==> src/rtl/lsu_dmem_master.sv <==
// lsu_dmem_master: load/store unit driving a word-wide dmem, splitting word-crossing
// accesses into two consecutive word accesses and returning aligned, extended load data.
module lsu_dmem_master #(
    parameter bit ALLOW_MISALIGNED = 1'b1
) (
    input  logic        clk_i,
    input  logic        rst_ni,
    input  logic        req_valid_i,
    output logic        req_ready_o,
    input  logic        req_we_i,
    input  logic [2:0]  req_funct3_i,
    input  logic [31:0] req_addr_i,
    input  logic [31:0] req_wdata_i,
    output logic        rsp_valid_o,
    output logic [31:0] rsp_rdata_o,
    output logic        rsp_err_o,
    output logic [31:0] daddr_o,
    output logic [31:0] dwdata_o,
    output logic [3:0]  dwe_o,
    input  logic [31:0] drdata_i
);
    typedef enum logic [1:0] {IDLE, ACC0, ACC1, RESP} state_e;

    state_e      state_q, state_d;
    logic [31:0] addr_q, wdata_q, rdata_q, rdata_d;
    logic [2:0]  f3_q;
    logic        we_q, err_q, err_d, bad;
    logic [63:0] buf_q, buf_d, wide;
    logic [31:0] sh;
    logic [7:0]  mask_q, mask_in;

    function automatic logic [7:0] mask_of(input logic [2:0] f3, input logic [1:0] off);
        mask_of = (f3[1:0] == 2'd0 ? 8'h01 : f3[1:0] == 2'd1 ? 8'h03 : 8'h0F) << off;
    endfunction

    function automatic logic legal(input logic we, input logic [2:0] f3);
        legal = we ? (!f3[2] && f3[1:0] != 2'd3) : (f3[1:0] != 2'd3 && !(f3[2] && f3[1]));
    endfunction

    assign mask_in     = mask_of(req_funct3_i, req_addr_i[1:0]);
    assign mask_q      = mask_of(f3_q, addr_q[1:0]);
    assign wide        = {32'b0, wdata_q} << {addr_q[1:0], 3'b000};
    assign req_ready_o = state_q == IDLE;
    assign rsp_valid_o = state_q == RESP;
    assign rsp_rdata_o = rdata_q;
    assign rsp_err_o   = err_q;

    always_comb begin
        state_d  = state_q;
        buf_d    = buf_q;
        rdata_d  = rdata_q;
        err_d    = err_q;
        daddr_o  = '0;
        dwdata_o = '0;
        dwe_o    = '0;
        bad      = !legal(req_we_i, req_funct3_i) || (!ALLOW_MISALIGNED && |mask_in[7:4]);
        case (state_q)
            IDLE: if (req_valid_i) begin
                state_d = bad ? RESP : ACC0;
                rdata_d = bad ? 32'b0 : rdata_q;
                err_d   = bad ? 1'b1 : err_q;
            end
            ACC0: begin
                daddr_o  = {addr_q[31:2], 2'b00};
                dwe_o    = we_q ? mask_q[3:0] : 4'b0;
                dwdata_o = wide[31:0];
                buf_d    = {32'b0, drdata_i};
                state_d  = |mask_q[7:4] ? ACC1 : RESP;
            end
            ACC1: begin
                daddr_o  = {addr_q[31:2], 2'b00} + 32'd4;
                dwe_o    = we_q ? mask_q[7:4] : 4'b0;
                dwdata_o = wide[63:32];
                buf_d    = {drdata_i, buf_q[31:0]};
                state_d  = RESP;
            end
            RESP: state_d = IDLE;
        endcase
        // The result register loads on the edge that completes the last memory access.
        sh = 32'(buf_d >> {addr_q[1:0], 3'b000});
        if ((state_q == ACC0 || state_q == ACC1) && state_d == RESP) begin
            err_d   = 1'b0;
            rdata_d = we_q ? 32'b0 :
                      f3_q[1:0] == 2'd0 ? {{24{sh[7] & ~f3_q[2]}}, sh[7:0]} :
                      f3_q[1:0] == 2'd1 ? {{16{sh[15] & ~f3_q[2]}}, sh[15:0]} : sh;
        end
    end

    always_ff @(posedge clk_i or negedge rst_ni) begin
        if (!rst_ni) begin
            state_q <= IDLE;
            addr_q  <= '0;
            wdata_q <= '0;
            f3_q    <= '0;
            we_q    <= 1'b0;
            buf_q   <= '0;
            rdata_q <= '0;
            err_q   <= 1'b0;
        end else begin
            state_q <= state_d;
            buf_q   <= buf_d;
            rdata_q <= rdata_d;
            err_q   <= err_d;
            if (state_q == IDLE && req_valid_i) begin
                addr_q  <= req_addr_i;
                wdata_q <= req_wdata_i;
                f3_q    <= req_funct3_i;
                we_q    <= req_we_i;
            end
        end
    end
endmodule

==> config.mk <==
export PLATFORM = sky130hd
export DESIGN_NAME = lsu_dmem_master
export DESIGN_NICKNAME = d
export VERILOG_FILES = /design/src/rtl/lsu_dmem_master.sv
export SDC_FILE = /design/constraint.sdc
export NUM_CORES = 1
export LEC_CHECK = 0
export CAP_MARGIN = 20
export CORE_MARGIN = 2
export CORE_UTILIZATION = 49
export CTS_CLUSTER_SIZE = 8
export DETAILED_ROUTE_END_ITERATION = 10
export DONT_BUFFER_PORTS = 1
export PLACE_DENSITY = 0.68
export SLEW_MARGIN = 20
export SYNTH_ARGS = -nofsm -noshare
export SYNTH_HDL_FRONTEND = slang
export SYNTH_SLANG_ARGS = --single-unit
==> constraint.sdc <==
create_clock -name clk_i -period 2.26 [get_ports clk_i]
set_input_delay 0.113 -clock clk_i [delete_from_list [all_inputs] [get_ports clk_i]]
set_output_delay 0.113 -clock clk_i [all_outputs]
set_load 0.01 [all_outputs]
Word-level counts from Yosys, hierarchy flattened
Index checks and enable logic that the tools add are counted.
{"block": "classes", "addsub": 1, "n_eq_ne": 7, "n_shift": 3, "muxes": 24, "n_bitwise": 3, "n_reduce_logical": 14}
{"op": "$mux 32", "count": 7}
{"op": "$pmux 32 s2", "count": 2}
{"op": "$pmux 64 s2", "count": 1}
{"op": "$shl 32x5->64", "count": 1}
{"op": "$shr 64x5->32", "count": 1}
{"op": "$add 32x3->32 const B", "count": 1}
{"op": "$mux 4", "count": 4}
{"op": "$pmux 2 s4", "count": 1}
{"op": "$pmux 4 s2", "count": 1}
{"op": "$shl 4x2->8", "count": 1}
{"op": "$eq 2x2->1 const B", "count": 3}
{"op": "$mux 1", "count": 6}
{"op": "$logic_and 1x1->1", "count": 5}
{"op": "$eq 2x1->1 const B", "count": 2}
{"op": "$logic_not 2->1", "count": 2}
{"op": "$mux 2", "count": 2}
{"op": "$reduce_bool 2->1", "count": 2}
{"op": "$reduce_or 4->1", "count": 1}
{"op": "$reduce_and 3->1", "count": 1}
{"op": "$and 1x1->1", "count": 2}
{"op": "$logic_not 1->1", "count": 2}
{"op": "$ne 2x1->1 const B", "count": 1}
{"op": "$ne 2x2->1 const B", "count": 1}
{"op": "$logic_or 1x1->1", "count": 1}
{"op": "$not 1->1", "count": 1}
{"block": "totals", "ff_bits": 167, "inputBits": 103, "out_inout_bits": 103, "wordCells": 60}

Logic depth before layout (Yosys ltp)
{"block": "depth", "depth_word": 11, "depth_mapped": 10, "depth_no_buf": 7}

Worst setup path before layout
No wires, ideal clock.
{"block": "synth_path", "kind": "reg2reg", "from": "reg state_q[0]", "to": "reg rdata_q[1] (netlist: rsp_rdata_o[1])", "setup_ns": 0.121, "arrival_time_ns": 2.164, "required_time_ns": 2.139, "slack_ns": -0.025, "path_stages_with_launch": 10, "period_less_slack_ns": 2.285, "path_cell_list": "dfrtp_1 > inv_1 > ha_1 > buf_4 > and2_4 > buf_6 > buf_6 > a22o_1 > mux4_2 > a22o_1"}
{"block": "synth_via", "elab_chain_len": 7, "elab_cells_between_ends": 19, "cone_classes": "eq/ne: 5; shift: 1; mux: 7; reduce/logical: 6"}
{"element": "from (decl)", "line_no": "24", "rtl": "state_e state_q, state_d;"}
{"element": "from (signal assigned)", "line_no": "100", "rtl": "state_q <= state_d;"}
{"element": "$eq 2x2->1 / $eq 2x1->1 (equally long branches)", "line_no": "57", "rtl": "case (state_q)"}
{"element": "$pmux 64 s2 *", "line_no": "57"}
{"element": "net buf_d[25]", "line_no": "28", "rtl": "logic [63:0] buf_q, buf_d, wide;"}
{"element": "$shr 64x5->32 *", "line_no": "80", "rtl": "sh = 32'(buf_d >> {addr_q[1:0], 3'b000});"}
{"element": "$mux 32", "line_no": "85", "rtl": "f3_q[1:0] == 2'd1 ? {{16{sh[15] & ~f3_q[2]}}, sh[15:0]} : sh;"}
{"element": "$mux 32 *", "line_no": "84", "rtl": "f3_q[1:0] == 2'd0 ? {{24{sh[7] & ~f3_q[2]}}, sh[7:0]} :"}
{"element": "$mux 32 *", "line_no": "83", "rtl": "rdata_d = we_q ? 32'b0 :"}
{"element": "$mux 32 *", "line_no": "81", "rtl": "if ((state_q == ACC0 || state_q == ACC1) && state_d == RESP) begin"}
{"element": "to (signal assigned)", "line_no": "102", "rtl": "rdata_q <= rdata_d;"}
{"element": "to (decl)", "line_no": "25", "rtl": "logic [31:0] addr_q, wdata_q, rdata_q, rdata_d;"}
Mark *: on every way through the listed nets, which the timed path passes. The rest lies on a longest branch.
A chain may end at the register's enable or synchronous reset.

Worst setup path in the final report
{"block": "layout_path", "from": "reg state_q[0]", "to": "out daddr_o[18]"}
{"block": "layout_via", "elab_chain_len": 2, "elab_cells_between_ends": 3, "cone_classes": "eq/ne: 2; mux: 1"}
{"element": "$eq 2x2->1 / $eq 2x1->1 (equally long branches)", "line_no": "57"}
{"element": "$pmux 32 s2 *", "line_no": "57"}
{"element": "to (decl)", "line_no": "17", "rtl": "output logic [31:0] daddr_o,"}
Mark *: on every way between the ends. The rest lies on a longest branch, timed or not.

==> results.json <==
{
  "core-area_mm2": 0.0180,
  "ff2ff_path_depth": 10,
  "synth_top_area_share_pct": 44.3,
  "cts_root_buffer": "clkbuf_16",
  "peakVddDrop_uv": 1100,
  "fin_cells": 1275,
  "areaGrowthSynthToFinish_pct": 44.7,
  "slew_headroom_pct": 57.3,
  "drt-total-wl_um": 32300,
  "tightest_slew_ps": 640,
  "drc": 0,
  "yosys_warnings": 0,
  "totalPowerFinal_w": 0.0221,
  "dominantRegCellSynth": "dfrtp_1",
  "max_clock_freq_mhz": 417,
  "clk_latency_ps": 430,
  "whs_ps": -616,
  "gp_congestion": 0.894,
  "track_usage_pct": 30.7,
  "slew_violations": 0,
  "ant_nets": 0,
  "synth-seq-cells": 159,
  "grt_pass1_vias": 8471,
  "fin_nets": 1142,
  "ys_seq_area_share_pct": 44.3,
  "startpoint_type": "flop",
  "layout_min_cycle_time_ps": 2400,
  "required_ps": 2150,
  "skew_ps": 9.92,
  "multi_input_area_mm2": 0.00544,
  "placed_cells": 1073,
  "violations": "negative hold slack, negative setup slack",
  "dp.final_hpwl_um": 18800,
  "fin_ws_ps": -136,
  "h-tree-depth": 4,
  "tns_ps": -3910,
  "synth.distinct_cells": 65,
  "postSynthCellCount": 817,
  "avgSynthCellArea_um2": 11.0,
  "status": "complete, but fails checks",
  "vias": 8580,
  "yosysTopAreaCell": "dfrtp_1",
  "clockBufferDepth": 2,
  "drtIter0Drc": 992,
  "port_buffers": 0,
  "place_area_mm2": 0.00978,
  "dr_wl_met2_um": 16400,
  "endpoint_kind": "primary output",
  "grt.overflow.total": 0,
  "antenna_found_initial": 0,
  "cpPeakStageDelay_ps": 400,
  "cp_cell_sequence": "inv_2, buf_6, ha_4, buf_6, and2_4, buf_8, buf_12, buf_8, nand3_1, o21ai_2, buf_4",
  "wl_per_cell_um": 25.3,
  "start_util_pct": 50.0,
  "rows": 49,
  "grt_max_degree": 160,
  "die_w_um": 139,
  "cp_top_family": "buffers and inverters",
  "wl_met3_um": 2750,
  "rsz0062_at_grt": "true",
  "timing.rr.end": "rsp_rdata_o[18]$_DFFE_PN0P_",
  "clock-sinks": 159,
  "drt_first_pass_iters": 6,
  "cts_made_buffers": 17,
  "setup_violations": 60,
  "drive_above_1_share_pct": 44.2,
  "vias_per_cell": 6.73,
  "final_area_mm2": 0.0130,
  "clk_pin_slew_worst_paths_ps": 60,
  "path_max_fanout": 7,
  "powerDensity_mw_per_mm2": 1700,
  "ioPinCount": 206,
  "highest_layer": "met4",
  "slowest_stage": "dfrtp_1",
  "rrSetupSlack_ps": -100,
  "critPathKind": "flop to primary output",
  "period_share_pct": 106,
  "cap_violations": 0,
  "worstHoldPathType": "input pin to async pin",
  "nFillCells": 1118,
  "rr_startpoint": "state_q[1]$_DFF_PN0_",
  "critPathBufInv": 7,
  "dieArea_mm2": 0.0194,
  "cts_tree": "yes",
  "worst_ep_arrival_time_ps": 2280,
  "grt_pass1_wl_um": 47400,
  "die_y_um": 139,
  "seq_area_mm2": 0.00400,
  "antenna_cells": 0,
  "finalHoldViolCount": 159,
  "ys_async_sr_fraction_pct": 100,
  "synth_edf_count": 0,
  "met1_length_um": 12100,
  "synth_area_mm2": 0.00899,
  "synth_area_leaders": "dfrtp_1 44%, mux2_2 8.8%, a22o_1 7.9%",
  "p_leak_nw": 5.54
}
layout by cell type (no fill, tap or decap), types with 18 or more instances in the layout:
master	Yosys	routed
buf_4	7	119
nor2_1	36	18
nand3_1	44	26
mux2_2	70	70
clkbuf_16	0	19
o21ai_0	53	24
nand2_1	42	39
dfrtp_1	159	145
mux4_2	23	23
a22o_1	81	62
a22o_4	0	19
buf_6	7	28
dlygate4sd3_1	0	102
power by group:
group          switching (W)  internal, W
Clock                0.00116      0.00148
Sequential           0.00130      0.00398
Combinational        0.00736      0.00684
per-stage QoR:
stage                     setup WS (ps)  util (%)
after floorplan                    2.31         -
after global placement             -194      54.4
after detailed placement           -139      54.4
after CTS                          -121      67.0
after global routing               -235      72.4
final                              -136      72.4
what timing repair did:
action,CTS,global route
hold endpoints to repair,285,160
gates cloned,4,4
pin swaps,30,61
endpoints found under the setup margin,89,88
gates resized for setup,121,138
hold buffers,101,1
buffers inserted,24,44
how the worst max path moves through the flow:
stage | cells after the start | from | to
2_1_floorplan | 9 | state_q[1]$_DFF_PN0_ | rsp_rdata_o[0]$_DFFE_PN0P_
5_1_grt | 7 | addr_q[7]$_DFFE_PN0P_ | daddr_o[15]
6_report | 11 | state_q[0]$_DFF_PN0_ | daddr_o[18]
4_1_cts | 10 | state_q[1]$_DFF_PN0_ | dwdata_o[18]
3_5_place_dp | 9 | state_q[1]$_DFF_PN0_ | rsp_rdata_o[18]$_DFFE_PN0P_
3_3_place_gp | 8 | state_q[1]$_DFF_PN0_ | dwdata_o[17]
cells by family after synthesis:
logic type                 count (synthesis)  share of synthesized area (%)
xor gates and xnor gates                   1                         0.0975
adders and majority gates                  5                          0.696
and+or+nand+nor                          189                           10.7
AOI/OAI and AO/OA                        262                           22.7
DFF                                      159                           44.3
buffers and inverters                     91                           5.11
other                                      1                         0.0417
muxes                                    109                           16.3
worst reg2reg max path, stage by stage, from the launching register on:
cell	delay (ps)
dfrtp_1	400
buf_4	160
ha_4	180
buf_6	120
and2_4	170
buf_8	140
buf_8	140
a22o_1	240
mux4_2	530
nand3_2	80
o211ai_1	80
routing by layer:
layer,vias to the layer above,track usage (%)
li1,3589,-
met2,542,52.3
met4,0,9.68
met3,106,8.98
met1,4343,37.9
met5,-,0
final cells by class:
class,count,area share [%]
clock inverters,9,0.471
well taps,229,2.20
flip-flops and latches,159,30.7
repair buffers,274,20.7
multi-input cells,569,41.8
inverters,13,0.433
clock buffers,22,3.65
cells in the mapped netlist, drive strengths merged, types with 8 or more instances:
cell    instances
nand3          44
o211ai         17
a22oi           8
dfrtp         159
nor2           36
o22a            9
a22o           81
a21oi          17
and2           12
inv            12
o21ai          54
a221oi          8
a222oi          8
mux2i          16
and3           12
nand2          43
nand4          10
clkbuf         29
mux4           23
a31oi          11
nand2b         11
a32o            8
o22ai          14
mux2           70
buf            49
registers in the layout, summed over array words and instances (netlist names):
signal       cells
wdata_q         32
rsp_err_o        1
we_q             1
state_q          2
buf_q           56
addr_q          32
rsp_rdata_o     32
f3_q             3
No activity file was read; power rests on OpenSTA's default activity.
